## src/rtl/mips_ctrl_pkg.sv

```systemverilog
// Shared definitions for the multicycle MIPS main control FSM:
// state codes, opcodes, ALUOp codes, datapath mux encodings.
// Optional feature macro: MIPS_CTRL_MEM_WAIT_EN (memory wait handshake).
package mips_ctrl_pkg;

  // FSM state codes (codes 12..15 are unused and recover to FETCH)
  typedef enum logic [3:0] {
    S_FETCH    = 4'd0,
    S_DECODE   = 4'd1,
    S_MEM_ADDR = 4'd2,
    S_MEM_RD   = 4'd3,
    S_MEM_WB   = 4'd4,
    S_MEM_WR   = 4'd5,
    S_R_EXEC   = 4'd6,
    S_R_WB     = 4'd7,
    S_BRANCH   = 4'd8,
    S_JUMP     = 4'd9,
    S_I_EXEC   = 4'd10,
    S_I_WB     = 4'd11
  } state_t;

  // Opcode field values (IR[31:26])
  localparam logic [5:0] OP_RTYPE = 6'b000000;
  localparam logic [5:0] OP_LW    = 6'b100011;
  localparam logic [5:0] OP_SW    = 6'b101011;
  localparam logic [5:0] OP_BEQ   = 6'b000100;
  localparam logic [5:0] OP_BNE   = 6'b000101;
  localparam logic [5:0] OP_J     = 6'b000010;
  localparam logic [5:0] OP_ADDI  = 6'b001000;
  localparam logic [5:0] OP_ANDI  = 6'b001100;
  localparam logic [5:0] OP_ORI   = 6'b001101;
  localparam logic [5:0] OP_SLTI  = 6'b001010;

  // ALUOp codes understood by the ALU control unit
  localparam logic [2:0] ALU_ADD   = 3'b000;
  localparam logic [2:0] ALU_SUB   = 3'b001;
  localparam logic [2:0] ALU_RTYPE = 3'b010;
  localparam logic [2:0] ALU_AND   = 3'b011;
  localparam logic [2:0] ALU_OR    = 3'b100;
  localparam logic [2:0] ALU_SLT   = 3'b101;

  // ALU B operand select
  localparam logic [1:0] SRCB_REG     = 2'b00;
  localparam logic [1:0] SRCB_FOUR    = 2'b01;
  localparam logic [1:0] SRCB_IMM     = 2'b10;
  localparam logic [1:0] SRCB_IMM_SH2 = 2'b11;

  // Next-PC select
  localparam logic [1:0] PCSRC_ALU    = 2'b00;
  localparam logic [1:0] PCSRC_ALUOUT = 2'b01;
  localparam logic [1:0] PCSRC_JUMP   = 2'b10;

  // Bundle of every datapath control produced by the decoder
  typedef struct packed {
    logic       pc_en;
    logic       i_or_d;
    logic       mem_read;
    logic       mem_write;
    logic       ir_write;
    logic       reg_dst;
    logic       mem_to_reg;
    logic       reg_write;
    logic       alu_src_a;
    logic [1:0] alu_src_b;
    logic [2:0] alu_op;
    logic [1:0] pc_source;
  } ctrl_t;

  // ALU operation for the immediate arithmetic/logic group
  function automatic logic [2:0] imm_alu_op(input logic [5:0] op);
    case (op)
      OP_ANDI: return ALU_AND;
      OP_ORI:  return ALU_OR;
      OP_SLTI: return ALU_SLT;
      default: return ALU_ADD;
    endcase
  endfunction

endpackage

```

## src/rtl/mips_multicycle_control_if.sv

```systemverilog
// Control bus between the main control FSM (master) and the
// multicycle datapath (slave).
// Optional feature macro: MIPS_CTRL_MEM_WAIT_EN (uses mem_ready).
interface mips_multicycle_control_if;
  logic [5:0] opcode;
  logic       zero;
  logic       mem_ready;
  logic       pc_en;
  logic       i_or_d;
  logic       mem_read;
  logic       mem_write;
  logic       ir_write;
  logic       reg_dst;
  logic       mem_to_reg;
  logic       reg_write;
  logic       alu_src_a;
  logic [1:0] alu_src_b;
  logic [2:0] alu_op;
  logic [1:0] pc_source;
  logic       illegal_op;
  logic [3:0] state;

  modport master (
    input  opcode, zero, mem_ready,
    output pc_en, i_or_d, mem_read, mem_write, ir_write, reg_dst,
           mem_to_reg, reg_write, alu_src_a, alu_src_b, alu_op,
           pc_source, illegal_op, state
  );

  modport slave (
    output opcode, zero, mem_ready,
    input  pc_en, i_or_d, mem_read, mem_write, ir_write, reg_dst,
           mem_to_reg, reg_write, alu_src_a, alu_src_b, alu_op,
           pc_source, illegal_op, state
  );
endinterface

```

## src/rtl/mips_ctrl_decode.sv

```systemverilog
// Output decoder of the main control FSM: maps the current state (plus
// the opcode latched in DECODE and the ALU zero flag) to datapath controls.
// Optional feature macro: MIPS_CTRL_MEM_WAIT_EN -- when defined, the
// FETCH-cycle IR load and PC update are gated by mem_ready.
module mips_ctrl_decode
  import mips_ctrl_pkg::*;
(
  input  state_t     state,
  input  logic [5:0] opcode,
  input  logic       zero,
`ifdef MIPS_CTRL_MEM_WAIT_EN
  input  logic       mem_ready,
`endif
  output ctrl_t      ctrl
);

  logic pc_write;
  logic branch;

  // Per-state control decode; anything not set for a state stays 0
  always_comb begin
    ctrl     = '0;
    pc_write = 1'b0;
    branch   = 1'b0;
    case (state)
      S_FETCH: begin
        ctrl.mem_read  = 1'b1;
        ctrl.alu_src_b = SRCB_FOUR;
        ctrl.alu_op    = ALU_ADD;
`ifdef MIPS_CTRL_MEM_WAIT_EN
        ctrl.ir_write  = mem_ready;
        pc_write       = mem_ready;
`else
        ctrl.ir_write  = 1'b1;
        pc_write       = 1'b1;
`endif
      end
      S_DECODE: begin
        // branch target PC + (imm << 2) precomputed into ALUOut
        ctrl.alu_src_b = SRCB_IMM_SH2;
        ctrl.alu_op    = ALU_ADD;
      end
      S_MEM_ADDR: begin
        ctrl.alu_src_a = 1'b1;
        ctrl.alu_src_b = SRCB_IMM;
        ctrl.alu_op    = ALU_ADD;
      end
      S_MEM_RD: begin
        ctrl.mem_read = 1'b1;
        ctrl.i_or_d   = 1'b1;
      end
      S_MEM_WB: begin
        ctrl.reg_write  = 1'b1;
        ctrl.mem_to_reg = 1'b1;
      end
      S_MEM_WR: begin
        ctrl.mem_write = 1'b1;
        ctrl.i_or_d    = 1'b1;
      end
      S_R_EXEC: begin
        ctrl.alu_src_a = 1'b1;
        ctrl.alu_op    = ALU_RTYPE;
      end
      S_R_WB: begin
        ctrl.reg_write = 1'b1;
        ctrl.reg_dst   = 1'b1;
      end
      S_BRANCH: begin
        ctrl.alu_src_a = 1'b1;
        ctrl.alu_op    = ALU_SUB;
        ctrl.pc_source = PCSRC_ALUOUT;
        branch         = 1'b1;
      end
      S_JUMP: begin
        ctrl.pc_source = PCSRC_JUMP;
        pc_write       = 1'b1;
      end
      S_I_EXEC: begin
        ctrl.alu_src_a = 1'b1;
        ctrl.alu_src_b = SRCB_IMM;
        ctrl.alu_op    = imm_alu_op(opcode);
      end
      S_I_WB: begin
        ctrl.reg_write = 1'b1;
      end
      default: ;
    endcase
    // bne takes the branch when the compare is non-zero, beq when zero
    ctrl.pc_en = pc_write | (branch & (zero ^ (opcode == OP_BNE)));
  end

endmodule

```

## src/rtl/mips_multicycle_control.sv

```systemverilog
// Moore main control FSM for the multicycle MIPS datapath. Holds the
// state register, the opcode latched in DECODE and the sticky illegal_op
// flag; output decode lives in mips_ctrl_decode.
// Optional feature macro: MIPS_CTRL_MEM_WAIT_EN -- FETCH/MEM_RD/MEM_WR
// wait for mem_ready, aborting to FETCH after WAIT_TIMEOUT cycles.
module mips_multicycle_control
  import mips_ctrl_pkg::*;
#(
  parameter int WAIT_TIMEOUT = 15
) (
  input logic                      clk,
  input logic                      rst,
  mips_multicycle_control_if.master bus
);

  state_t     state_reg, state_next;
  logic [5:0] opcode_reg, opcode_next;
  logic       illegal_reg, illegal_next;
  ctrl_t      ctrl;

`ifdef MIPS_CTRL_MEM_WAIT_EN
  logic [3:0] wait_cnt_reg, wait_cnt_next;
  logic       wait_state;

  // Wait counter: cleared on every state entry, counts stalled cycles
  always_ff @(posedge clk or posedge rst) begin
    if (rst) wait_cnt_reg <= 4'd0;
    else     wait_cnt_reg <= wait_cnt_next;
  end
`else
  // mem_ready and the timeout only matter with the wait handshake
  logic unused_inputs;
  assign unused_inputs = bus.mem_ready ^ (WAIT_TIMEOUT != 0);
`endif

  // State, latched opcode and sticky illegal flag
  always_ff @(posedge clk or posedge rst) begin
    if (rst) begin
      state_reg   <= S_FETCH;
      opcode_reg  <= 6'd0;
      illegal_reg <= 1'b0;
    end else begin
      state_reg   <= state_next;
      opcode_reg  <= opcode_next;
      illegal_reg <= illegal_next;
    end
  end

  // Next-state sequencing
  always_comb begin
    state_next   = state_reg;
    opcode_next  = opcode_reg;
    illegal_next = illegal_reg;
    case (state_reg)
      S_FETCH:  state_next = S_DECODE;
      S_DECODE: begin
        opcode_next = bus.opcode;
        case (bus.opcode)
          OP_LW, OP_SW:                      state_next = S_MEM_ADDR;
          OP_RTYPE:                          state_next = S_R_EXEC;
          OP_BEQ, OP_BNE:                    state_next = S_BRANCH;
          OP_J:                              state_next = S_JUMP;
          OP_ADDI, OP_ANDI, OP_ORI, OP_SLTI: state_next = S_I_EXEC;
          default: begin
            state_next   = S_FETCH;
            illegal_next = 1'b1;
          end
        endcase
      end
      S_MEM_ADDR: begin
        if (opcode_reg == OP_LW)      state_next = S_MEM_RD;
        else if (opcode_reg == OP_SW) state_next = S_MEM_WR;
        else                          state_next = S_FETCH;
      end
      S_MEM_RD: state_next = S_MEM_WB;
      S_MEM_WB: state_next = S_FETCH;
      S_MEM_WR: state_next = S_FETCH;
      S_R_EXEC: state_next = S_R_WB;
      S_R_WB:   state_next = S_FETCH;
      S_BRANCH: state_next = S_FETCH;
      S_JUMP:   state_next = S_FETCH;
      S_I_EXEC: state_next = S_I_WB;
      S_I_WB:   state_next = S_FETCH;
      default:  state_next = S_FETCH;
    endcase
`ifdef MIPS_CTRL_MEM_WAIT_EN
    // Memory states stall until mem_ready; a stall that lasts
    // WAIT_TIMEOUT cycles abandons the instruction and flags it
    wait_state    = (state_reg == S_FETCH) || (state_reg == S_MEM_RD) ||
                    (state_reg == S_MEM_WR);
    wait_cnt_next = 4'd0;
    if (wait_state && !bus.mem_ready) begin
      if (wait_cnt_reg == 4'(WAIT_TIMEOUT - 1)) begin
        state_next   = S_FETCH;
        illegal_next = 1'b1;
      end else begin
        state_next    = state_reg;
        wait_cnt_next = wait_cnt_reg + 4'd1;
      end
    end
`endif
  end

  mips_ctrl_decode u_decode (
    .state     (state_reg),
    .opcode    (opcode_reg),
    .zero      (bus.zero),
`ifdef MIPS_CTRL_MEM_WAIT_EN
    .mem_ready (bus.mem_ready),
`endif
    .ctrl      (ctrl)
  );

  assign bus.pc_en      = ctrl.pc_en;
  assign bus.i_or_d     = ctrl.i_or_d;
  assign bus.mem_read   = ctrl.mem_read;
  assign bus.mem_write  = ctrl.mem_write;
  assign bus.ir_write   = ctrl.ir_write;
  assign bus.reg_dst    = ctrl.reg_dst;
  assign bus.mem_to_reg = ctrl.mem_to_reg;
  assign bus.reg_write  = ctrl.reg_write;
  assign bus.alu_src_a  = ctrl.alu_src_a;
  assign bus.alu_src_b  = ctrl.alu_src_b;
  assign bus.alu_op     = ctrl.alu_op;
  assign bus.pc_source  = ctrl.pc_source;
  assign bus.illegal_op = illegal_reg;
  assign bus.state      = state_reg;

endmodule

```

## src/flat_wrapper.sv

```systemverilog
// flat-port wrapper written by rule: the top's interface ports become plain ports
module mips_multicycle_control_flat import mips_ctrl_pkg::*;
#(
  parameter int WAIT_TIMEOUT = 15
)
  (clk, rst, bus_opcode, bus_zero, bus_mem_ready, bus_pc_en, bus_i_or_d, bus_mem_read, bus_mem_write, bus_ir_write, bus_reg_dst, bus_mem_to_reg, bus_reg_write, bus_alu_src_a, bus_alu_src_b, bus_alu_op, bus_pc_source, bus_illegal_op, bus_state);
  mips_multicycle_control_if bus_i ();
  input logic clk;
  input logic rst;
  input wire logic [$bits(bus_i.opcode)-1:0] bus_opcode;
  input wire logic [$bits(bus_i.zero)-1:0] bus_zero;
  input wire logic [$bits(bus_i.mem_ready)-1:0] bus_mem_ready;
  output wire logic [$bits(bus_i.pc_en)-1:0] bus_pc_en;
  output wire logic [$bits(bus_i.i_or_d)-1:0] bus_i_or_d;
  output wire logic [$bits(bus_i.mem_read)-1:0] bus_mem_read;
  output wire logic [$bits(bus_i.mem_write)-1:0] bus_mem_write;
  output wire logic [$bits(bus_i.ir_write)-1:0] bus_ir_write;
  output wire logic [$bits(bus_i.reg_dst)-1:0] bus_reg_dst;
  output wire logic [$bits(bus_i.mem_to_reg)-1:0] bus_mem_to_reg;
  output wire logic [$bits(bus_i.reg_write)-1:0] bus_reg_write;
  output wire logic [$bits(bus_i.alu_src_a)-1:0] bus_alu_src_a;
  output wire logic [$bits(bus_i.alu_src_b)-1:0] bus_alu_src_b;
  output wire logic [$bits(bus_i.alu_op)-1:0] bus_alu_op;
  output wire logic [$bits(bus_i.pc_source)-1:0] bus_pc_source;
  output wire logic [$bits(bus_i.illegal_op)-1:0] bus_illegal_op;
  output wire logic [$bits(bus_i.state)-1:0] bus_state;
  assign bus_i.opcode = bus_opcode;
  assign bus_i.zero = bus_zero;
  assign bus_i.mem_ready = bus_mem_ready;
  assign bus_pc_en = bus_i.pc_en;
  assign bus_i_or_d = bus_i.i_or_d;
  assign bus_mem_read = bus_i.mem_read;
  assign bus_mem_write = bus_i.mem_write;
  assign bus_ir_write = bus_i.ir_write;
  assign bus_reg_dst = bus_i.reg_dst;
  assign bus_mem_to_reg = bus_i.mem_to_reg;
  assign bus_reg_write = bus_i.reg_write;
  assign bus_alu_src_a = bus_i.alu_src_a;
  assign bus_alu_src_b = bus_i.alu_src_b;
  assign bus_alu_op = bus_i.alu_op;
  assign bus_pc_source = bus_i.pc_source;
  assign bus_illegal_op = bus_i.illegal_op;
  assign bus_state = bus_i.state;
  mips_multicycle_control #(.WAIT_TIMEOUT(WAIT_TIMEOUT)) u_core (.clk(clk), .rst(rst), .bus(bus_i));
endmodule
```

## config.mk

```make
export PLATFORM = sky130hd
export DESIGN_NAME = mips_multicycle_control_flat
export DESIGN_NICKNAME = d
export VERILOG_FILES = /design/src/rtl/mips_ctrl_pkg.sv /design/src/rtl/mips_multicycle_control_if.sv /design/src/rtl/mips_ctrl_decode.sv /design/src/rtl/mips_multicycle_control.sv /design/src/flat_wrapper.sv
export SDC_FILE = /design/constraint.sdc
export NUM_CORES = 1
export LEC_CHECK = 0
export CORE_MARGIN = 1.5
export CORE_UTILIZATION = 39
export CTS_BUF_LIST = sky130_fd_sc_hd__clkbuf_8 sky130_fd_sc_hd__clkbuf_16
export DETAILED_ROUTE_END_ITERATION = 12
export PLACE_DENSITY = 0.71
export SLEW_MARGIN = 10
export SYNTH_ARGS = -nofsm -noshare
export SYNTH_HDL_FRONTEND = slang
export SYNTH_SLANG_ARGS = --single-unit
```

## constraint.sdc

```tcl
create_clock -name clk -period 1.5 [get_ports clk]
set_input_delay 0.3 -clock clk [delete_from_list [all_inputs] [get_ports clk]]
set_output_delay 0.3 -clock clk [all_outputs]
set_load 0.005 [all_outputs]
```

==> metrics <==
ratio of cells with drive above 1 in the final layout 68.6%; Routed WL 5030 µm; average cell area after synthesis 8.67 µm²; die area 0.00244 mm²; post-route ant nets 0; Post-Synth Adder-Cell Area 0%; initial antenna violation count 0; WP data required 1200 ps; Reg area 278 µm²; worst skew pair latency 250 ps; Mapped Nets 107; PwrDens 1510 mW/mm²; placed instance count 185; Crit path max-delay family flip-flops; max cap viols 0; Post-Layout Cell Count 212; Hold Buf Count CTS 0; Initial Util 42.0%; row count 16; largest net degree at the start of global routing 12; Post-Synth Simple-Gate Area 34.5%; outcome finished with violations; post-synth cell types 34; failing checks negative setup slack; global-route wire length before repair 6080 µm; Initial DRC Count 63; total track usage 33.8%; final hold vios 0; TritonCTS Sinks 11; fin crit share 134%; Synth Cell Area 841 µm²; Worst setup EP type output pin; CTS tree yes; WL met2 2240 µm; chip width 49.4 µm; Final #Nets 196; DRC Markers 0; hpwl dp 1870 µm; mux contribution to synthesized area 8.48%; critical path fanouts, max 2; routed length per instance 23.7 µm; Static Leakage 0.871 nW; M1 WL 1770 µm; I/O pins 31; r2r worst-path depth 8; cell taking the most area after synthesis dfrtp_1; compound-gate portion of the synthesized area 14.4%; number of flip-flops in the largest register 6; post-layout minimum cycle time 2020 ps; XOR/XNOR Fraction of Synth Area 4.17%; vias in the first global route 1,272; Synth top area share 32.7%; Max stage delay on crit path 400 ps; clk_skew 8.62 ps; DR vias/cell 6.14; Startpoint Class flop; Core ar. 0.00200 mm²; GP Congestion 0.830; Slew Limit Fails 0; unrepaired setup endpoints after global routing true; Seq/Total Area, Yosys 32.7%; R2R Setup Slk -160 ps; Yosys reg bits 11; Tot Pwr 2.81 mW; top cells by area, synth dfrtp_1 33%, mux2_2 6.7%, nor2_1 6.7%, nand2b_1 5.2%, xor2_1 3.1%; Cell Chain, Critical Path nor2b_2 > nand4b_1 > xor2_1 > a2111oi_2 > buf_2; wire length on met3 534 µm; max frequency 496 MHz; Tightest Pin Transition 437 ps; slew margin rel. 70.5%; CP endpoint bus_pc_en; Worst R2R End u_core.bus.state[1]; Critical Path Stages 5; Congestion Overflow GR 0; setup ws final -516 ps; Multi-input gate area 733 µm²; clock root cell clkbuf_8; # setup viols final 29; antenna cell count 0; fillers 65; Crit. Startpoint u_core.opcode_reg[1]; synth warn 0; H-tree levels 1; CTS Buf Count 3; maximum VDD drop 1.16 mV; Die Y 49.4 µm; FF-to-FF Start u_core.bus.state[2]; worst hold path type input pin to async pin; Sum Neg Setup Slack -4550 ps; Gate Count Post-Synth 97; Bufs on Longest Clock Path 2; crit path DAT 1720 ps; # port buffers 29; critical path class flop to output pin; Worst path slowest cell dfrtp_1; DR pass1 iterations 4; CP bufs+invs 1; Max Used Layer met4; synthesis-to-finish area growth 121%; via count 1,301; main combinational cell family by area after synthesis simple AND/OR/NAND/NOR gates; Worst-path clk slew 60 ps
==> worst min-delay path by stage <==
stage	from	to	slack, ps
after detailed placement	u_core.bus.illegal_op	u_core.bus.illegal_op	470
after global placement	u_core.bus.illegal_op	u_core.bus.illegal_op	460
after global routing	rst	u_core.opcode_reg[5]	430
after CTS	rst	u_core.bus.illegal_op	370
after floorplan	rst	u_core.bus.illegal_op	150
final	rst	u_core.bus.state[2]	400
==> cell families after synthesis <==
logic type | Yosys count
xor+xnor | 4
flops | 11
simple gates | 49
buf+inv | 8
mux | 6
compound gates | 19
==> cells in the mapped netlist (all sizes together) <==
cell type / instances
a2111oi: 1
a21oi: 5
a221o: 1
a311o: 1
a31o: 1
a31oi: 1
and2: 2
and2b: 1
and3: 1
and4bb: 1
buf: 4
dfrtp: 11
inv: 4
mux2: 6
nand2: 4
nand2b: 7
nand3: 1
nand3b: 2
nand4b: 2
nor2: 16
nor2b: 4
nor3: 4
nor4: 2
o21ai: 5
o21bai: 1
o22ai: 3
or2: 2
xnor2: 1
xor2: 3
==> layout make-up <==
| cell class | instances | area share [%] |
|---|---|---|
| Sequential cell | 11 | 14.9 |
| Multi-Input combinational cell | 78 | 39.4 |
| Clock buffer | 3 | 2.22 |
| Tap cell | 27 | 1.82 |
| Inverter | 4 | 0.941 |
| Clock inverter | 1 | 0.202 |
| Timing Repair Buffer | 88 | 40.5 |
==> timing repair <==
item	4_1_cts	5_1_grt
endpoints found under the setup margin	30	28
endpoints found under the hold margin	0	0
resized for setup	117	35
buffers inserted	22	7
pin swaps	21	16
==> placed cells by master, fill, tap and decap left out, types with 2 or more instances in the layout <==
| master | instances |
|---|---|
| nor2_2 | 4 |
| nor2_1 | 7 |
| dfrtp_1 | 9 |
| xor2_1 | 3 |
| nor2b_1 | 2 |
| nand3b_1 | 2 |
| clkbuf_8 | 3 |
| buf_6 | 25 |
| o21ai_0 | 3 |
| clkdlybuf4s50_1 | 8 |
| o22ai_2 | 2 |
| or2_4 | 2 |
| nor3_2 | 2 |
| and2_1 | 2 |
| inv_1 | 3 |
| buf_2 | 13 |
| nor2_4 | 5 |
| dfrtp_2 | 2 |
| nand4b_1 | 2 |
| mux2_4 | 5 |
| nand2_2 | 3 |
| nand2b_4 | 6 |
| a21oi_2 | 3 |
| buf_4 | 37 |
| dlygate4sd2_1 | 3 |
==> where the power goes <==
part	internal [mW]	leakage (nW)	switching (mW)
logic	1.05	0.715	0.935
clock network	0.180	0.0269	0.125
registers	0.403	0.129	0.115
total	1.64	0.871	1.17
==> through the flow <==
stage / setup slack [ps] / hold WS (ps) / instance area, µm² / utilization, %
after detailed placement: -611 / 465 / 1410 / 70.4
after floorplan: -10.4 / 152 / 847 / -
after global placement: -590 / 460 / 1410 / 70.4
after CTS: -354 / 371 / 1730 / 86.3
after global routing: -614 / 430 / 1860 / 92.9
final: -516 / 398 / 1860 / 92.9
==> layer usage <==
layer	up-vias	GRT usage, %
li1	519	-
met4	0	26.9
met2	133	60.1
met3	61	7.06
met1	588	33.8
met5	-	0
Power figures use the tool's default switching activity.
